File: src/rtl/dmem_arb_pkg.sv
// Shared types and constants for the data-memory arbiter.
package dmem_arb_pkg;

  localparam int DMEM_DATA_W = 32;
  localparam int DMEM_ADDR_W = 32;

  // IDLE: loader may be granted. LD_RESP: loader ack cycle, loader ineligible.
  typedef enum logic {
    IDLE    = 1'b0,
    LD_RESP = 1'b1
  } arb_state_t;

  // Which port owns the memory this cycle.
  typedef logic [1:0] sel_t;
  localparam sel_t SEL_NONE = 2'd0;
  localparam sel_t SEL_CPU  = 2'd1;
  localparam sel_t SEL_LD   = 2'd2;

endpackage

File: src/rtl/dmem_starve_counter.sv
// Saturating count of cycles the loader was eligible but lost to the CPU.
module dmem_starve_counter import dmem_arb_pkg::*; #(
  parameter int STARVE_MAX = 4
) (
  input  logic clk,
  input  logic rst_n,
  input  logic clr,
  input  logic inc,
  output logic at_max
);

  localparam int CW = $clog2(STARVE_MAX + 1);

  logic [CW-1:0] cnt_q, cnt_d;

  assign at_max = (cnt_q == CW'(STARVE_MAX));

  // Clear wins over increment; increment stops at STARVE_MAX.
  always_comb begin
    cnt_d = cnt_q;
    if (clr)
      cnt_d = '0;
    else if (inc && !at_max)
      cnt_d = cnt_q + CW'(1);
  end

  // Count register.
  always_ff @(posedge clk or negedge rst_n) begin
    if (!rst_n) cnt_q <= '0;
    else        cnt_q <= cnt_d;
  end

endmodule

File: src/rtl/dmem_arbiter.sv
// Shares the single-port data memory between the MEM stage (combinational,
// stallable) and a loader port (req/ack, registered response).
module dmem_arbiter import dmem_arb_pkg::*; #(
  parameter int DATA_W     = DMEM_DATA_W,
  parameter int ADDR_W     = DMEM_ADDR_W,
  parameter int STARVE_MAX = 4
) (
  input  logic              clk,
  input  logic              rst_n,
  input  logic              cpu_req,
  input  logic              cpu_we,
  input  logic [ADDR_W-1:0] cpu_addr,
  input  logic [DATA_W-1:0] cpu_wdata,
  output logic [DATA_W-1:0] cpu_rdata,
  output logic              cpu_stall,
  input  logic              ld_req,
  input  logic              ld_we,
  input  logic [ADDR_W-1:0] ld_addr,
  input  logic [DATA_W-1:0] ld_wdata,
  output logic              ld_ack,
  output logic [DATA_W-1:0] ld_rdata,
  output logic              mem_MemRead,
  output logic              mem_MemWrite,
  output logic [ADDR_W-1:0] mem_address,
  output logic [DATA_W-1:0] mem_write_data,
  input  logic [DATA_W-1:0] mem_read_data
);

  arb_state_t        state_q, state_d;
  logic [DATA_W-1:0] ld_rdata_q, ld_rdata_d;
  logic              ld_elig, gnt_ld, gnt_cpu, at_max;
  sel_t              sel;

  // The loader is only forced ahead of a CPU request once it has lost
  // STARVE_MAX times in a row; otherwise the CPU keeps zero-latency access.
  assign ld_elig = ld_req & (state_q == IDLE);
  assign gnt_ld  = ld_elig & (~cpu_req | at_max);
  assign gnt_cpu = cpu_req & ~gnt_ld;
  assign sel     = gnt_ld ? SEL_LD : (gnt_cpu ? SEL_CPU : SEL_NONE);

  assign cpu_stall = cpu_req & gnt_ld;
  assign cpu_rdata = (gnt_cpu & ~cpu_we) ? mem_read_data : '0;
  assign ld_ack    = (state_q == LD_RESP);
  assign ld_rdata  = ld_rdata_q;

  dmem_starve_counter #(.STARVE_MAX(STARVE_MAX)) u_starve (
    .clk    (clk),
    .rst_n  (rst_n),
    .clr    (gnt_ld),
    .inc    (ld_elig & ~gnt_ld),
    .at_max (at_max)
  );

  // Memory port mux; an idle cycle drives all-zero command.
  always_comb begin
    mem_MemRead    = 1'b0;
    mem_MemWrite   = 1'b0;
    mem_address    = '0;
    mem_write_data = '0;
    case (sel)
      SEL_CPU: begin
        mem_MemRead    = ~cpu_we;
        mem_MemWrite   = cpu_we;
        mem_address    = cpu_addr;
        mem_write_data = cpu_wdata;
      end
      SEL_LD: begin
        mem_MemRead    = ~ld_we;
        mem_MemWrite   = ld_we;
        mem_address    = ld_addr;
        mem_write_data = ld_wdata;
      end
      default: ;
    endcase
  end

  // Loader FSM: capture response on grant, ack for one cycle, back to IDLE.
  always_comb begin
    state_d    = state_q;
    ld_rdata_d = ld_rdata_q;
    case (state_q)
      IDLE: begin
        if (gnt_ld) begin
          state_d    = LD_RESP;
          ld_rdata_d = ld_we ? '0 : mem_read_data;
        end
      end
      LD_RESP: state_d = IDLE;
      default: state_d = IDLE;
    endcase
  end

  // State and response registers.
  always_ff @(posedge clk or negedge rst_n) begin
    if (!rst_n) begin
      state_q    <= IDLE;
      ld_rdata_q <= '0;
    end else begin
      state_q    <= state_d;
      ld_rdata_q <= ld_rdata_d;
    end
  end

endmodule

File: config.mk
export PLATFORM = sky130hd
export DESIGN_NAME = dmem_arbiter
export DESIGN_NICKNAME = d
export VERILOG_FILES = /design/src/rtl/dmem_arb_pkg.sv /design/src/rtl/dmem_starve_counter.sv /design/src/rtl/dmem_arbiter.sv
export SDC_FILE = /design/constraint.sdc
export NUM_CORES = 1
export LEC_CHECK = 0
export CORE_AREA = 2 2 116 118
export CTS_CLUSTER_SIZE = 12
export DETAILED_ROUTE_END_ITERATION = 10
export DIE_AREA = 0 0 118 120
export GPL_ROUTABILITY_DRIVEN = 0
export GPL_TIMING_DRIVEN = 0
export HOLD_SLACK_MARGIN = 0.08
export SYNTH_ARGS = -nofsm -noshare
export SYNTH_HDL_FRONTEND = slang
export SYNTH_SLANG_ARGS = --single-unit
File: constraint.sdc
create_clock -name clk -period 1.85 [get_ports clk]
set_clock_uncertainty 0.1 [all_clocks]
set_input_delay 0.185 -clock clk [delete_from_list [all_inputs] [get_ports clk]]
set_output_delay 0.185 -clock clk [all_outputs]
set_load 0.02 [all_outputs]
; Word-level counts from Yosys, hierarchy flattened
; Index checks and enable logic that the tools add are counted.
[totals]
register_bits = 36
in_bits = 166
output_inout_bits = 132
wordCells = 35
[op_classes]
n_addsub = 1
n_eq_ne = 3
n_mux = 12
bitwise_logic = 12
n_reduce_logical = 4
[ops]
columns = cell, count
row1 = 32-bit case mux with 2 select lines, 2
row2 = 32-bit two-way mux, 2
row3 = 1-bit bitwise AND, 6
row4 = 3-bit two-way mux, 2
row5 = 1-bit case mux with 2 select lines, 3
row6 = 1-bit NOT, 5
row7 = 3-bit by 1-bit adder with 3-bit output (second input constant), 1
row8 = 3-bit equality test (second input constant), 1
row9 = 2-bit by 1-bit equality test with 1-bit output (second input constant), 1
row10 = 2-bit equality test (second input constant), 1
row11 = 1-bit two-way mux, 2
row12 = 2-bit two-way mux, 1
row13 = 2-bit AND reduction, 1
row14 = 2-bit nonzero test, 1
row15 = 1-bit logical AND, 1
row16 = 1-bit logical NOT, 1
row17 = 1-bit bitwise OR, 1

; Logic depth before layout (Yosys ltp)
; Gate-level depths: netlist of the first run.
[logic_depth]
depth_word = 9
mapped_depth = 8
depth_no_buf = 6

; Modules after synthesis
; From an unflattened synthesis of the first run, not the netlist that was laid out.
[unflattened]
hier_cells = 398
hier_area_um2 = 2942.8
[by_module_without_submodules]
columns = mod, instances, cells_each, area_per_inst_um2, seq_area_each_um2
row1 = dmem_arbiter, 1, 380, 2745.1, 825.8
row2 = dmem_starve_counter, 1, 18, 197.7, 75.1

; Least setup slack after synthesis of the first run
; No wires, ideal clock.
[synth_path]
path_kind = flip-flop to output port
startpoint = register u_starve.cnt_q[0]
endpoint = output mem_address[0]
arrival_time_ps = 1563
required_ps = 1565
path_slack_ps = 2
path_stages_with_launch = 8
path_buffers = 2
path_cell_list = dfrtp_1 > inv_1 > ha_1 > nand4b_1 > and2_1 > buf_2 > buf_2 > a22o_1
[synth_via]
elab_chain_len = 9
word_cells_on_any_way = 10
cone_classes = eq/ne: 3 / mux: 3 / bitwise: 4
[synth_lines]
columns = item, line
row1 = "start, declared", dmem_starve_counter.sv:14  ; logic [CW-1:0] cnt_q, cnt_d;
row2 = "start signal, assigned", dmem_starve_counter.sv:30  ; else cnt_q <= cnt_d;
row3 = 3-bit equality test *, dmem_starve_counter.sv:16  ; assign at_max = (cnt_q == CW'(STARVE_MAX));
row4 = 1-bit bitwise OR *, dmem_arbiter.sv:37  ; assign gnt_ld = ld_elig & (~cpu_req | at_max);
row5 = 1-bit bitwise AND *, dmem_arbiter.sv:37
row6 = 1-bit NOT, dmem_arbiter.sv:38  ; assign gnt_cpu = cpu_req & ~gnt_ld;
row7 = 1-bit bitwise AND, dmem_arbiter.sv:38
row8 = 1-bit two-way mux, dmem_arbiter.sv:39  ; assign sel = gnt_ld ? SEL_LD : (gnt_cpu ? SEL_CPU : SEL_NONE);
row9 = 2-bit two-way mux *, dmem_arbiter.sv:39
row10 = 2-bit equality test or 2-bit by 1-bit equality test with 1-bit output (tied branches), dmem_arbiter.sv:60  ; case (sel)
row11 = 32-bit case mux with 2 select lines *, dmem_arbiter.sv:60
row12 = "end, declared", dmem_arbiter.sv:24  ; output logic [ADDR_W-1:0] mem_address,
; Mark *: on every way between the ends. The rest lies on a longest branch, timed or not.

; Worst setup path in the final report of the first run
[layout_path]
startpoint = register u_starve.cnt_q[0]
endpoint = output mem_address[24]
; The elaborated chain is that of the path after synthesis.

==> results of run 1 <==
## worst paths after layout
path / end
setup / recovery: mem_address[24]
hold / removal: ld_rdata[18]
setup reg to reg: ld_rdata[19]
hold reg to reg: ld_rdata[14]
max in group asynchronous: ld_rdata[10]
min in group asynchronous: ld_rdata[15]
## cell type report
cell class	instances	area share
Multi-Input combinational cell	212	0.2506
Timing Repair Buffer	307	0.4950
Inverter	3	0.001833
Buffer	29	0.04217
Sequential cell	36	0.1467
Tap cell	176	0.03585
Clock buffer	5	0.02037
Clock inverter	3	0.007537
## per-stage QoR
stage | instance area (µm²) | utilization
final | 6142 | 0.4732
after global routing | 6142 | 0.4732
after CTS | 5804 | 0.4472
after detailed placement | 5695 | 0.4388
after global placement | 5700 | 0.4392
after floorplan | 2507 | -
## flip-flops by register name, summed over array words and instances (netlist names)
| name | flops |
|---|---|
| ld_ack | 1 |
| u_starve.cnt_q | 3 |
| ld_rdata | 32 |
## repair_timing
action,in CTS,in global routing
resized for setup,527,92
gates cloned,0,2
pin swaps,32,27
endpoints found under the setup margin,127,104
hold buffers,1,0
buffers inserted,6,1
hold endpoints to repair,36,0
## critical path: stages (launching register included)
cell	delay, ns
sky130_fd_sc_hd__dfrtp_1	0.38
sky130_fd_sc_hd__inv_2	0.08
sky130_fd_sc_hd__ha_4	0.16
sky130_fd_sc_hd__nand4b_1	0.14
sky130_fd_sc_hd__and2_4	0.19
sky130_fd_sc_hd__buf_12	0.14
sky130_fd_sc_hd__buf_6	0.14
sky130_fd_sc_hd__a22o_1	0.25
sky130_fd_sc_hd__buf_6	0.14
## kinds of logic (layout without fill, tap and decap cells)
group | after synthesis | after routing | share of synthesized area
AOI/OAI and AO/OA | 135 | 135 | 0.3743
and+or+nand+nor | 75 | 75 | 0.1921
DFF | 36 | 36 | 0.3593
buffers and inverters | 32 | 347 | 0.06437
adders and majority gates | 2 | 2 | 0.009978
## power by group through the flow
stage               sequential, mW  combinational, mW  clock [mW]
finish                       0.986               2.02       0.988
global route                  1.00               2.14        1.05
CTS                          0.986               1.93        1.00
detailed placement           0.999               1.88           0
global placement             0.992               1.87           0
floorplan                     1.13              0.640           0
## routing by layer
layer / share of wire / wire length (µm) / track usage
met1: 0.40 / 5776 / 0.2335
met2: 0.51 / 7263 / 0.3256
met3: 0.073 / 1050 / 0.05371
met4: 0.019 / 266 / 0.04443
met5: 0 / 0 / 0
## cell usage in the layout (no fill, tap or decap), drive strengths merged
master           n
nand4b           1
o31ai            1
o21bai           1
nor4bb           1
a22o            65
a21boi           1
nand2            1
bufinv           1
clkbuf          20
dfrtp           36
and2b            1
nand3            2
dlygate4sd3      1
inv              4
ha               2
nand2b          34
buf            123
clkdlybuf4s50  197
a21oi            1
o21ai           66
and2            34
clkinvlp         1
and3b            1
==> out/qor.txt, run 1 <==
======================================================================================
Iteration-0 DRC Markers .................................................          123
Sequential share of the synthesized area ................................       0.3593
Global-route wire length before repair ..................................     20780 µm
Top flip-flop cell by instance count after synthesis .................... sky130_fd_sc_hd__dfrtp_1
Area of the multi-input gates ...........................................     1539 µm²
Total gr overflow .......................................................            0
I/O Pins ................................................................          298
Average wire per standard cell ..........................................     18.62 µm
Power share of the clock group ..........................................        0.247
Combinational power share ...............................................        0.506
Data required time at the worst endpoint ................................      1.56 ns
Outcome ................................................................. finished with violations
Violations in the final reports ......................................... setup timing
Maximum clock frequency .................................................    456.2 MHz
Power density cells ..................................................... 649.9 nW/µm²
Pre-CTS worst setup slack ...............................................   -0.8870 ns
Clock slew at the register clock pins of the worst setup and hold paths .      0.06 ns
Worst Reg-to-Reg Cells ..................................................            7
Number of synthesized flops with an enable pin ..........................            0
Leading post-synthesis cells by instance count .......................... sky130_fd_sc_hd__a22o_1 (65), sky130_fd_sc_hd__o21ai_0 (65), sky130_fd_sc_hd__dfrtp_1 (36), sky130_fd_sc_hd__and2_1 (34), sky130_fd_sc_hd__nand2b_1 (33)
Unique masters post-synth ...............................................           23
Total Die Area ..........................................................    14160 µm²
Hold path start ......................................................... mem_read_data[18]
Headroom to the max-slew limit ..........................................       0.4468
Syn Std Cell Area .......................................................     2507 µm²
Worst min path class ....................................................    in -> reg
Total of fill cells in the finished design ..............................         1287
Category of the critical setup timing path ..............................   reg -> out
Unrepaired setup endpoints after global routing .........................          yes
Global routing usage summed across all routing layers ...................       0.1889
Crit path launch ........................................................ u_starve.cnt_q[0]
Clock insertion delay at the later pin of the skew report ...............      0.28 ns
Accumulated negative setup slack ........................................    -28.36 ns
Critical path launch point type .........................................    flip-flop
Critical Path Sink Type ................................................. primary output
Mean Syn Cell Area ......................................................    8.955 µm²
Cell count after synthesis ..............................................          280
Tmin final ..............................................................     2.192 ns
Vias ....................................................................         3491
Min Hold Slack ..........................................................    0.3933 ns
Number of global-route vias before repair ...............................         3465
First drt pass iteration count ..........................................            4
Total nets after synthesis ..............................................          448
Chip Width ..............................................................       118 µm
Reg power frac ..........................................................        0.247
DP Cell Count ...........................................................          753
Number of flip-flops and latches in the synthesized netlist .............           36
Maximum ir drop on the vdd rail .........................................    0.4581 mV
CTS tree ................................................................         done
Library cell occupying the most area in the post-synthesis netlist ...... sky130_fd_sc_hd__dfrtp_1
Layout cells sized above 1 ..............................................       0.2807
Antenna Diode Count .....................................................            0
Yosys warning count .....................................................            0
Min setup slack post-route ..............................................   -0.3421 ns
Final Power .............................................................     3.992 mW
Core footprint ..........................................................    12980 µm²
Number of nets in the layout ............................................          762
Antenna violations before repair ........................................            0
Critical R2R Launch ..................................................... u_starve.cnt_q[1]
Switching power share of the total ......................................       0.3380
Proportion of netlist area held by the largest area contributor .........       0.3593
Count of clock tree sinks ...............................................           36
Cts bufs inserted .......................................................            5
Starting utilization of the core area ...................................       0.1932
Rows ....................................................................           42
Synth area leaders ...................................................... sky130_fd_sc_hd__dfrtp_1 (36%), sky130_fd_sc_hd__a22o_1 (23%), sky130_fd_sc_hd__o21ai_0 (13%)
CTS Buffer Depth ........................................................            2
Total detailed-routing wirelength .......................................     14360 µm
Area growth from synthesis to final layout ..............................       145.0%
Root buffer selected by CTS ............................................. sky130_fd_sc_hd__clkbuf_16
Residual antenna-violating net count after detailed routing .............            0
Worst hold path depth ...................................................            3
Highest fanout seen on the critical path ................................           10
Setup slack on the worst flop-to-flop path ..............................      0.10 ns
Leak Pwr ................................................................     2.669 nW
Transition time of the tightest slew-check pin ..........................    0.8298 ns
Number of vias per cell .................................................        4.528
Number of failing hold endpoints at the final stage .....................            0
Largest net degree at the start of global routing .......................           37
HPWL Detailed ...........................................................     11710 µm
Share of synthesized flip-flops with an asynchronous set or reset .......        1.000
CTS H-tree depth ........................................................            2
Max-capacitance violation count .........................................            0
Net load switching power ................................................     1.349 mW
Final period util .......................................................        1.185
Max-slew violation count ................................................            0
Number of endpoints failing setup at the final stage ....................           99
Internal power consumption ..............................................     2.642 mW
Chip height .............................................................       120 µm
Buffers on Ports ........................................................          297
Count of non-filler cells in the finished layout ........................          771
Arrival time of data at the critical path endpoint ......................      1.91 ns
Final routed DRC violation total ........................................            0
Area occupied by registers ..............................................    900.9 µm²
======================================================================================
Power figures use the tool's default switching activity.
==> run 2: changes to the inputs <==
--- a/config.mk
+++ b/config.mk
@@ -5,10 +5,11 @@
 export SDC_FILE = /design/constraint.sdc
 export NUM_CORES = 1
 export LEC_CHECK = 0
-export CORE_AREA = 2 2 116 118
+export CAP_MARGIN = 20
+export CORE_AREA = 2 2 115 117
 export CTS_CLUSTER_SIZE = 12
 export DETAILED_ROUTE_END_ITERATION = 10
-export DIE_AREA = 0 0 118 120
+export DIE_AREA = 0 0 117 119
 export GPL_ROUTABILITY_DRIVEN = 0
 export GPL_TIMING_DRIVEN = 0
 export HOLD_SLACK_MARGIN = 0.08
==> constraint.sdc (replaced) <==
create_clock -name clk -period 2.4 [get_ports clk]
set_clock_uncertainty 0.1 [all_clocks]
set_input_delay 0.24 -clock clk [delete_from_list [all_inputs] [get_ports clk]]
set_output_delay 0.24 -clock clk [all_outputs]
set_load 0.02 [all_outputs]
==> run 2 against run 1 <==
Compared with the run above: the run now ends clean; non-clock buffer count is 6 lower; via count down 0.74%; largest power group unchanged; routed wire length is 0.83% lower; critical endpoint is now mem_address[19]; final cell count fell by 0.78%.
==> out/qor.txt, run 2 (synthesized netlist as in run 1, its figures left out) <==
======================================================================================
Outcome ................................................................. finished, final reports clean
Antenna Diode Count .....................................................            0
Number of global-route vias before repair ...............................         3420
Leak Pwr ................................................................     2.479 nW
Number of vias per cell .................................................        4.529
CTS Buffer Depth ........................................................            2
Headroom to the max-slew limit ..........................................       0.4666
Pre-CTS worst setup slack ...............................................   -0.4853 ns
Critical Path Sink Type ................................................. primary output
Total gr overflow .......................................................            0
Total detailed-routing wirelength .......................................     14240 µm
Arrival time of data at the critical path endpoint ......................      1.97 ns
Max-capacitance violation count .........................................            0
Min Hold Slack ..........................................................    0.2467 ns
Most common library cell in the layout ignoring fill and taps ........... sky130_fd_sc_hd__clkdlybuf4s50_1
Average wire per standard cell ..........................................     18.61 µm
Global-route wire length before repair ..................................     19930 µm
Category of the critical setup timing path ..............................   reg -> out
Number of endpoints failing setup at the final stage ....................            0
Maximum clock frequency .................................................    433.5 MHz
Layout cells sized above 1 ..............................................       0.2156
Critical path launch point type .........................................    flip-flop
CTS tree ................................................................         done
Highest fanout seen on the critical path ................................           10
Iteration-0 DRC Markers .................................................          132
HPWL Detailed ...........................................................     11720 µm
Final routed DRC violation total ........................................            0
DP Cell Count ...........................................................          753
Largest net degree at the start of global routing .......................           37
Global routing usage summed across all routing layers ...................       0.1910
Total Die Area ..........................................................    13920 µm²
Antenna violations before repair ........................................            0
Net load switching power ................................................    0.9902 mW
Count of clock tree sinks ...............................................           36
Rows ....................................................................           42
Tmin final ..............................................................     2.307 ns
Final period util .......................................................       0.9611
Data required time at the worst endpoint ................................      2.06 ns
Cts bufs inserted .......................................................            5
Transition time of the tightest slew-check pin ..........................    0.8001 ns
Top library cells by usage in the layout, fill and taps aside ........... sky130_fd_sc_hd__clkdlybuf4s50_1 (195), sky130_fd_sc_hd__a22o_1 (65), sky130_fd_sc_hd__o21ai_0 (65)
Vias ....................................................................         3465
Max-slew violation count ................................................            0
Count of non-filler cells in the finished layout ........................          765
Clock slew at the register clock pins of the worst setup and hold paths .      0.05 ns
Chip Width ..............................................................       117 µm
DP Area .................................................................     5695 µm²
Reg power frac ..........................................................        0.265
Worst min path class ....................................................    in -> reg
Area of all placed cells without fillers ................................     5558 µm²
Maximum ir drop on the vdd rail .........................................    0.2579 mV
I/O Pins ................................................................          298
Switching power share of the total ......................................       0.3445
Crit-path cells ......................................................... inv_2 -> ha_4 -> nand4b_1 -> and2_4 -> buf_6 -> buf_4 -> a22o_1 -> buf_2
Internal power consumption ..............................................     1.884 mW
Min setup slack post-route ..............................................   0.09338 ns
Residual antenna-violating net count after detailed routing .............            0
Number of failing hold endpoints at the final stage .....................            0
Largest stage delay on the critical path ................................      0.39 ns
Setup slack on the worst flop-to-flop path ..............................      0.72 ns
CTS H-tree depth ........................................................            2
Combinational power share ...............................................        0.482
Starting utilization of the core area ...................................       0.1948
Power density cells ..................................................... 517.2 nW/µm²
Chip height .............................................................       119 µm
Area growth from synthesis to final layout ..............................       121.7%
Clock insertion delay at the later pin of the skew report ...............      0.28 ns
Power share of the clock group ..........................................        0.253
Core footprint ..........................................................    12870 µm²
First drt pass iteration count ..........................................            4
Buffers on Ports ........................................................          297
Worst-path cell with the longest stage delay ............................ sky130_fd_sc_hd__dfrtp_1
Flip-flop count of the largest register, all copies and words added .....           32
Number of nets in the layout ............................................          756
Root buffer selected by CTS ............................................. sky130_fd_sc_hd__clkbuf_16
======================================================================================
[run 2: cell type report]
cell class	instances	area, µm²
Inverter	3	11.26
Timing Repair Buffer	301	2597
Fill cell	1329	7317
Sequential cell	36	900.9
Tap cell	176	220.2
Buffer	29	198.9
Multi-Input combinational cell	212	1465
Clock buffer	6	128.9
Clock inverter	2	35.03
[run 2: timing repair]
action | CTS | global route
endpoints found under the setup margin | 99 | 96
hold buffers | 1 | 0
hold endpoints to repair | 36 | 0
pin swaps | 4 | 3
gates resized for setup | 299 | 89
buffers inserted | 2 | 1
[run 2: worst paths after layout]
check / startpoint / to / depth (start not counted)
max: u_starve.cnt_q[0] / mem_address[19] / 8
min: cpu_req / u_starve.cnt_q[2] / 3
max reg2reg: u_starve.cnt_q[0] / ld_rdata[5] / 6
min reg2reg: ld_rdata[15] / ld_rdata[15] / 2
max in group asynchronous: rst_n / u_starve.cnt_q[2] / 2
min in group asynchronous: rst_n / ld_rdata[17] / 2
[run 2: worst max-delay path, delay by kind of cell (launching register included)]
kind                     cells  cell delay, ns
AO/OA/AOI/OAI                1            0.24
flip-flops                   1            0.39
adder cells (fa/ha/maj)      1            0.16
buffers and inverters        4            0.56
AND/OR/NAND/NOR              2            0.32
[run 2: per-layer routing]
metal	GRT usage	vias up	wire length, µm
met4	0.05294	0	347
met2	0.3313	177	6893
li1	-	1645	-
met5	0	-	0
met1	0.2299	1630	5716
met3	0.05140	13	1281
[run 2: metrics by stage]
step / total power [mW] / TNS [ns] / utilization
final: 2.875 / 0 / 0.4317
after global placement: 2.217 / -33.88 / 0.4428
after CTS: 2.897 / 0 / 0.4388
after global routing: 3.013 / -0.0004241 / 0.4317
after detailed placement: 2.225 / -33.55 / 0.4424
after floorplan: 1.368 / 0 / -
[run 2: power by group through the flow]
stage | logic [mW] | clock network, mW | registers, mW
detailed placement | 1.45 | 0 | 0.770
finish | 1.38 | 0.728 | 0.762
CTS | 1.39 | 0.744 | 0.763
global placement | 1.45 | 0 | 0.764
global route | 1.47 | 0.761 | 0.777
floorplan | 0.493 | 0 | 0.874
